$ cat src/rtl/step_seq_pkg.sv
// step_seq_pkg: shared state encoding for the step sequencer
package step_seq_pkg;
  typedef enum logic [1:0] {IDLE = 2'd0, LOAD = 2'd1, WAIT = 2'd2} state_t;
endpackage

$ cat src/rtl/step_table.sv
// step_table: NSTEPS x CWIDTH duration table, sync write/clear, async read
module step_table #(
  parameter int CWIDTH = 32,
  parameter int NSTEPS = 8,
  parameter int SWIDTH = 3
) (
  input  logic              i_clk,
  input  logic              i_rst,
  input  logic              i_wr_en,
  input  logic [SWIDTH-1:0] i_wr_addr,
  input  logic [CWIDTH-1:0] i_wr_data,
  input  logic [SWIDTH-1:0] i_rd_addr,
  output logic [CWIDTH-1:0] o_rd_data
);
  logic [CWIDTH-1:0] mem_q [NSTEPS];
  logic [CWIDTH-1:0] mem_d [NSTEPS];
  always_comb begin
    mem_d = mem_q;
    if (i_wr_en && int'(i_wr_addr) < NSTEPS) mem_d[i_wr_addr] = i_wr_data;
  end
  always_ff @(posedge i_clk) begin
    if (i_rst) mem_q <= '{default: '0};
    else mem_q <= mem_d;
  end
  assign o_rd_data = int'(i_rd_addr) < NSTEPS ? mem_q[i_rd_addr] : '0;
endmodule

$ cat src/rtl/step_sequencer.sv
// step_sequencer: steps through a duration table, loading a downstream timer per step
module step_sequencer
  import step_seq_pkg::*;
#(
  parameter int CWIDTH = 32,
  parameter int NSTEPS = 8,
  parameter int SWIDTH = 3
) (
  input  logic              i_clk,
  input  logic              i_rst,
  input  logic              i_wr_en,
  input  logic [SWIDTH-1:0] i_wr_addr,
  input  logic [CWIDTH-1:0] i_wr_data,
  input  logic              i_run,
  input  logic [SWIDTH:0]   i_nsteps,
  input  logic              i_loop,
  input  logic              i_abort,
  input  logic              i_done,
  output logic              o_start,
  output logic [CWIDTH-1:0] o_cycles,
  output logic [SWIDTH-1:0] o_step,
  output logic              o_busy,
  output logic              o_step_done,
  output logic              o_fin,
  output logic              o_err
);
  localparam logic [SWIDTH:0] MAX_STEPS = (SWIDTH+1)'(NSTEPS);
  state_t            state_q, state_d;
  logic [SWIDTH-1:0] step_q, step_d;
  logic [SWIDTH:0]   nsteps_q, nsteps_d;
  logic [CWIDTH-1:0] cycles_q, cycles_d, rd_data;
  logic loop_q, loop_d, start_q, start_d, busy_q, busy_d;
  logic step_done_q, step_done_d, fin_q, fin_d, err_q, err_d;
  logic adv, last;
  step_table #(.CWIDTH(CWIDTH), .NSTEPS(NSTEPS), .SWIDTH(SWIDTH)) u_table (
    .i_clk    (i_clk),
    .i_rst    (i_rst),
    .i_wr_en  (i_wr_en && state_q == IDLE),
    .i_wr_addr(i_wr_addr),
    .i_wr_data(i_wr_data),
    .i_rd_addr(step_d),
    .o_rd_data(rd_data)
  );
  assign last = {1'b0, step_q} == nsteps_q - 1'b1;
  always_comb begin
    state_d     = state_q;
    step_d      = step_q;
    nsteps_d    = nsteps_q;
    loop_d      = loop_q;
    step_done_d = 1'b0;
    fin_d       = 1'b0;
    err_d       = 1'b0;
    adv         = 1'b0;
    if (i_abort) state_d = IDLE;
    else
      unique case (state_q)
        IDLE:
          if (i_run) begin
            if (i_nsteps != '0 && i_nsteps <= MAX_STEPS) begin
              nsteps_d = i_nsteps;
              loop_d   = i_loop;
              step_d   = '0;
              state_d  = LOAD;
            end else err_d = 1'b1;
          end
        // a LOAD that raised no start was a zero-length step and completes at once
        LOAD: if (start_q) state_d = WAIT; else adv = 1'b1;
        WAIT: adv = i_done;
        default: state_d = IDLE;
      endcase
    if (adv) begin
      step_done_d = 1'b1;
      fin_d       = last && !loop_q;
      state_d     = fin_d ? IDLE : LOAD;
      step_d      = fin_d ? step_q : last ? '0 : step_q + 1'b1;
    end
  end
  always_comb begin
    start_d  = state_d == LOAD && rd_data != '0;
    cycles_d = state_d == LOAD ? rd_data : cycles_q;
    busy_d   = state_d != IDLE;
  end
  always_ff @(posedge i_clk) begin
    if (i_rst) begin
      state_q     <= IDLE;
      step_q      <= '0;
      nsteps_q    <= '0;
      loop_q      <= 1'b0;
      cycles_q    <= '0;
      start_q     <= 1'b0;
      busy_q      <= 1'b0;
      step_done_q <= 1'b0;
      fin_q       <= 1'b0;
      err_q       <= 1'b0;
    end else begin
      state_q     <= state_d;
      step_q      <= step_d;
      nsteps_q    <= nsteps_d;
      loop_q      <= loop_d;
      cycles_q    <= cycles_d;
      start_q     <= start_d;
      busy_q      <= busy_d;
      step_done_q <= step_done_d;
      fin_q       <= fin_d;
      err_q       <= err_d;
    end
  end
  assign o_start     = start_q;
  assign o_cycles    = cycles_q;
  assign o_step      = step_q;
  assign o_busy      = busy_q;
  assign o_step_done = step_done_q;
  assign o_fin       = fin_q;
  assign o_err       = err_q;
endmodule

$ cat config.mk
export PLATFORM = sky130hd
export DESIGN_NAME = step_sequencer
export DESIGN_NICKNAME = d
export VERILOG_FILES = /design/src/rtl/step_seq_pkg.sv /design/src/rtl/step_table.sv /design/src/rtl/step_sequencer.sv
export SDC_FILE = /design/constraint.sdc
export NUM_CORES = 1
export LEC_CHECK = 0
export ABC_AREA = 1
export BUFFER_PORTS_ARGS = -buffer_cell sky130_fd_sc_hd__buf_2
export CAP_MARGIN = 20
export CORE_UTILIZATION = 29
export CTS_BUF_LIST = sky130_fd_sc_hd__clkbuf_8
export CTS_CLUSTER_DIAMETER = 150
export DETAILED_ROUTE_END_ITERATION = 6
export GPL_TIMING_DRIVEN = 0
export HOLD_SLACK_MARGIN = 0.12
export SLEW_MARGIN = 10
export SYNTH_ARGS = -nofsm -noshare
export SYNTH_HDL_FRONTEND = slang
export SYNTH_HIERARCHICAL = 1
export SYNTH_SLANG_ARGS = --single-unit
$ cat constraint.sdc
create_clock -name i_clk -period 2.45 [get_ports i_clk]
set_clock_uncertainty 0.1 [all_clocks]
set_input_delay 0.49 -clock i_clk [delete_from_list [all_inputs] [get_ports i_clk]]
set_output_delay 0.49 -clock i_clk [all_outputs]
set_load 0.02 [all_outputs]
==> results of run 1 <==
## cell usage after synthesis (3+ instances only)
master    number  share of area (%)
nor2_2         3               0.13
buf_1          5               0.13
a21oi_2        9               0.53
nand2_1      481                 12
buf_2         54                1.8
o21ai_0      244                8.2
clkbuf_1      50                1.3
buf_6         26                2.0
nor2_4         3               0.23
nand3_1      150                5.0
nor4_1         9               0.38
nand4_1        3               0.13
nand3_2       21                1.4
a21oi_1       31                1.0
nor2_1       556                 14
dfxtp_1      303                 41
inv_1        310                7.8
ha_1           6               0.50
inv_2         15               0.38
clkbuf_2       6               0.20
o21ai_1       21               0.71
nand2_2       11               0.46
## what timing repair did
action	in CTS	in global routing
endpoints found under the hold margin	89	0
buffers inserted	24	23
pin swaps	18	69
endpoints found under the setup margin	33	34
hold buffers	39	0
cloned	4	10
resized for setup	145	216
## stage by stage
| step | power (mW) | cell area, um^2 | instances | utilization, % |
|---|---|---|---|---|
| 6_report | 11.6 | 19700 | 3274 | 39.1 |
| 5_1_grt | 12.1 | 19700 | 3274 | 39.1 |
| 4_1_cts | 11.6 | 18600 | 3249 | 37.0 |
| 3_5_place_dp | 6.47 | 16300 | 3087 | 32.5 |
| 3_3_place_gp | 6.46 | 16300 | 3087 | 32.5 |
| 2_1_floorplan | 6.06 | 15100 | 2330 | - |
## cells by family (layout without fill, tap and decap cells)
family	count (synthesis)	count (layout)	share of synthesized area, %
AND/OR/NAND/NOR	1243	1243	34.4
other	0	1	0
adder cells (fa/ha/maj)	6	6	0.505
AO/OA/AOI/OAI	306	306	10.5
buffers and inverters	471	742	13.8
flip-flops	303	303	40.8
XOR/XNOR	1	1	0.0589
## state kept, by name, summed over array words and instances (netlist names)
name,cells
nsteps_q,4
o_err,1
o_start,1
u_table/mem_q,256
o_step_done,1
loop_q,1
o_cycles,32
o_busy,1
o_fin,1
o_step,3
state_q,2
## per-layer routing
metal	vias up	global-route usage, %	routed length, um
li1	7578	-	-
met2	538	32.0	24700
met3	112	3.34	3670
met1	6940	25.4	23000
met4	0	8.18	2030
met5	-	0	0
## layout make-up
cell class              count  area [um^2]
fillers                  5372        30700
multi-input cells        1556         7630
flip-flops and latches    303         6080
repair buffers            175         1520
inverters                 328         1260
plain buffers             141         1230
clock buffers              70          963
well taps                 672          841
clock inverters            27          180
repair inverters            1         7.51
diodes                      1         2.50
## cells in the final DEF, fill, tap and decap left out, types with 32 or more instances in the layout
cell,Yosys,layout
buf_6,26,58
inv_1,310,301
nand3_1,150,101
dfxtp_1,303,299
nand2_1,481,350
buf_2,54,105
clkbuf_1,50,42
clkbuf_8,0,71
nor2_1,556,554
dlygate4sd3_1,0,39
nand3_2,21,69
o21ai_0,244,244
inv_2,15,32
nand2_2,11,115
## worst paths after layout
kind	endpoint	slack, ns	cells after the start
worst max-delay path	o_start$_SDFF_PP0_	-0.78	19
worst min-delay path	nsteps_q[3]$_SDFFE_PP0P_	0.20	4
worst max register to register	o_start$_SDFF_PP0_	-0.78	19
worst min register to register	u_table/mem_q[231]$_SDFFE_PP0P_	0.38	2
## critical path: cells and delay by family (launching register included)
family                     cells  cell delay, ns
AOI/OAI and AO/OA              2            0.54
adders and majority gates      1            0.15
buffers and inverters          5            0.65
DFF                            1            0.36
and+or+nand+nor               11            1.31
## power breakdown
| part | switching, mW | internal (mW) | total (mW) |
|---|---|---|---|
| registers | 0.0987 | 5.12 | 5.22 |
| logic | 0.841 | 0.496 | 1.34 |
| clock network | 2.25 | 2.77 | 5.02 |
| total | 3.19 | 8.39 | 11.6 |
==> metrics.yaml, run 1 <==
grt_pass1_vias: 13700
slowest_stage: "dfxtp_4"
hold_viol: 0
die_w_um: 229
arrival_ns: 3.65
vias_per_cell: 4.63
htree_levels: 2
ys_warn_count: 6
clock_latency_ns: 0.66
hpwlAfterDp_um: 35300
gr-usage-all-layers_pct: 19.6
synth.distinct_cells: 31
status: "finished with violations"
r2r-start: "state_q[0]$_SDFF_PP0_"
criticalPathCategory: "reg2reg"
fin_nets: 2611
fin_crit_sh_pct: 132
gp_congestion: 0.863
io_buffers: 85
clk_pin_slew_ns: 0.06
start_util_pct: 29.5
first_iter_violations: 1327
setup_viol: 33
rsz0062_at_grt: "yes"
crit_start: "state_q[0]$_SDFF_PP0_"
ys.flop_type: "dfxtp_1"
syn_nets: 2382
critPathRequiredTime_ns: 2.87
path_common_cell: "nand2_1"
antenna_found_initial: 1
setup_tns_ns: -12.35
clock.fmax_mhz: 309
drv_slew: 0
worst_slack_ns: -0.781
dieArea_um2: 52200
preCtsSetupSlack_ns: -1.24
ir_worst_vdd_mv: 0.338
worstHoldStart: "i_abort"
period_minus_slack_ns: 3.23
firstDrtPassIters: 6
drc: 0
grt-ovfl-total: 0
power.density_nw_per_um2: 587
syn_inst: 2330
drive_above_1_share_pct: 23.5
cp_cell_sequence: "inv_4, ha_4, nand2_1, inv_2, nand3_4, o211ai_1, nand2_4, clkinv_8, buf_16, clkbuf_16, nand2_1, nand3_1, nand2_1, nand2_2, nand2_4, nor4_4, nand4_1, o21ai_1, nor2_1"
die_h_um: 229
critPathMaxFanout: 8
ys_seq_area_share_pct: 40.8
synth_area_per_cell_um2: 6.39
grt_pass1_wl_um: 79100
cts.sinks: 303
wl_per_cell_um: 16.3
leakage_nw: 8.52
cpPeakStageDelay_ns: 0.36
max_cap_viol_count: 0
root_buffer: "clkbuf_8"
areaGrowthSynthToFinish_pct: 32.5
violations: "setup timing"
synth-edff-count: 0
cts_buffer_depth: 3
cp-start-kind: "flop"
finalWirelength_um: 53400
mappedNetlistArea_um2: 14900
worstMarginPinSlew_ns: 0.773
endpoint_kind: "flop"
ioPinCount: 86
num_vias: 15200
grt_max_degree: 15
cts_buffers: 53
async_flop_share_pct: 0
rows: 82
core_um2: 50400
whs_ns: 0.198
ant_nets: 0
relSlewSlack_pct: 48.5
cts_tree: "built"
hold_path_class: "in2reg"
ys_seq_elements: 303
Note: power is estimated with default switching activity, not from simulation.
==> run 2, diff against run 1 <==
Settings changed: CTS_CLUSTER_DIAMETER 150 to unset, SETUP_SLACK_MARGIN set to 0.1.
==> metrics.yaml, run 2 (synthesis gave the netlist of run 1 again) <==
wl_per_cell_um: 16.2  # -0.67%
status: "finished with violations"
gp_congestion: 0.863  # unchanged
fin_crit_sh_pct: 131  # -1.2 points
power.density_nw_per_um2: 588  # +0.20%
hpwlAfterDp_um: 35300  # unchanged
dieArea_um2: 52200  # unchanged
rsz0062_at_grt: "yes"
clock.fmax_mhz: 312  # +0.89%
vias_per_cell: 4.62  # -0.27%
finalWirelength_um: 53000  # -0.86%
worst_slack_ns: -0.753  # +0.0286 ns
clock_latency_ns: 0.66  # about the same
cp-start-kind: "flop"
crit_start: "nsteps_q[0]$_SDFFE_PP0P_"
die_h_um: 229  # unchanged
worstHoldStart: "i_abort"
grt_pass1_vias: 13900  # +1.4%
ir_worst_vdd_mv: 0.343  # +1.4%
violations: "setup timing"
first_iter_violations: 1374  # +3.5%
clk_pin_slew_ns: 0.06  # about the same
grt_max_degree: 15  # unchanged
hold_viol: 0  # unchanged
fin_nets: 2605  # -0.23%
core_um2: 50400  # unchanged
preCtsSetupSlack_ns: -1.24  # unchanged
io_buffers: 85  # unchanged
dpl_cell_area_um2: 16300  # unchanged
stdcell_area_um2: 19600  # -0.49%
drive_above_1_share_pct: 22.8  # -0.68 points
cts_tree: "built"
criticalPathCategory: "reg2reg"
firstDrtPassIters: 5  # -1
arrival_ns: 3.63  # -0.02 ns
num_vias: 15100  # -0.45%
die_w_um: 229  # unchanged
grt-ovfl-total: 0  # unchanged
final_cell_mix: "nor2_1, nand2_1, inv_1, dfxtp_1, o21ai_0"
areaGrowthSynthToFinish_pct: 31.9
rows: 82  # unchanged
critPathMaxFanout: 10  # +2
cts_buffer_depth: 3  # unchanged
drv_slew: 0  # unchanged
htree_levels: 2  # unchanged
max_cap_viol_count: 0  # unchanged
gr-usage-all-layers_pct: 20.1  # +0.47 points
grt_pass1_wl_um: 80900  # +2.2%
worstMarginPinSlew_ns: 0.788  # +0.0150 ns
final_util_pct: 38.9  # -0.19 points
drc: 0  # unchanged
setup_viol: 33  # unchanged
cts.sinks: 303  # unchanged
critPathRequiredTime_ns: 2.88  # about the same
relSlewSlack_pct: 47.5  # -1.0 points
hold_path_class: "in2reg"
final_common_cell: "nor2_1"
largest_register_ffs: 256  # unchanged
power_mw: 11.5  # -0.30%
leakage_nw: 8.47  # -0.66%
top_register: "u_table/mem_q"
antenna_found_initial: 1  # unchanged
root_buffer: "clkbuf_8"
r2r-start: "nsteps_q[0]$_SDFFE_PP0P_"
cts_buffers: 53  # unchanged
start_util_pct: 29.5  # unchanged
ant_nets: 0  # unchanged
period_minus_slack_ns: 3.20  # -0.0286 ns
endpoint_kind: "flop"
ioPinCount: 86  # unchanged
-- run 2: cell types whose count changed in the layout (fill, tap and decap cells not counted), moves of 3 or more --
cell | previous run | this run
nand2_2 | 115 | 107
buf_4 | 22 | 30
nand3_2 | 69 | 64
buf_12 | 15 | 25
nand3_1 | 101 | 107
buf_16 | 2 | 9
buf_6 | 58 | 38
clkbuf_16 | 10 | 2
clkbuf_2 | 9 | 6
nand2_1 | 350 | 357
-- run 2: area by class of cell --
| type | instances | area, um^2 |
|---|---|---|
| sequential | 303 | 6070 |
| tap | 672 | 841 |
| buffer | 142 | 1330 |
| fill | 5398 | 30800 |
| timing repair buffer | 169 | 1400 |
| antenna | 1 | 2.50 |
| clock inverter | 27 | 180 |
| clock buffer | 70 | 963 |
| multi-input combinational | 1556 | 7570 |
| inverter | 328 | 1260 |
-- run 2: metal layers --
metal / GRT usage [%] / vias to the layer above / share of wire (%)
li1: - / 7568 / -
met1: 25.9 / 6909 / 44
met2: 32.5 / 513 / 46
met3: 3.69 / 110 / 6.3
met4: 8.83 / 0 / 4.0
met5: 0 / - / 0
-- run 2: final timing paths --
check                         endpoint  slack, ns  cells past startpoint
max                 o_start$_SDFF_PP0_      -0.75                     22
min           nsteps_q[3]$_SDFFE_PP0P_       0.17                      4
max reg2reg         o_start$_SDFF_PP0_      -0.75                     22
min reg2reg  o_cycles[26]$_SDFFE_PP0N_       0.37                      2
-- run 2: through the flow --
step,instances,setup TNS (ns),hold WS (ns)
final,3268,-8.10,0.169
after global routing,3268,-13.17,0.170
after CTS,3272,-8.23,0.133
after detailed placement,3087,-25.60,0.370
after global placement,3087,-25.12,0.361
after floorplan,2330,-0.175,0.353
-- run 2: worst max-delay path: stages (launching register included) --
cell      delay, ns
dfxtp_2        0.34
inv_4          0.04
ha_4           0.26
inv_2          0.03
nand2_2        0.05
nand2_2        0.06
nor2_4         0.12
nand4_4        0.11
nand2_2        0.09
o211ai_1       0.11
nand2_2        0.15
buf_6          0.15
buf_12         0.17
buf_8          0.15
nand2_1        0.06
nand3_1        0.09
nand2_1        0.07
nand2_2        0.08
nand2_4        0.09
nor4_4         0.32
nand4_1        0.19
o21ai_1        0.20
nor2_1         0.05
-- run 2: power breakdown --
group | switching (mW) | internal [mW]
Clock | 2.24 | 2.77
Sequential | 0.0984 | 5.12
Combinational | 0.833 | 0.479
Total | 3.17 | 8.37
-- run 2: repair_timing --
item / in CTS / in global routing
endpoints found under the hold margin: 89 / 0
endpoints found under the setup margin: 33 / 34
buffers inserted: 41 / 4
gates resized for setup: 231 / 132
gates cloned: 9 / 1
hold buffers: 39 / 0
pin swaps: 29 / 25
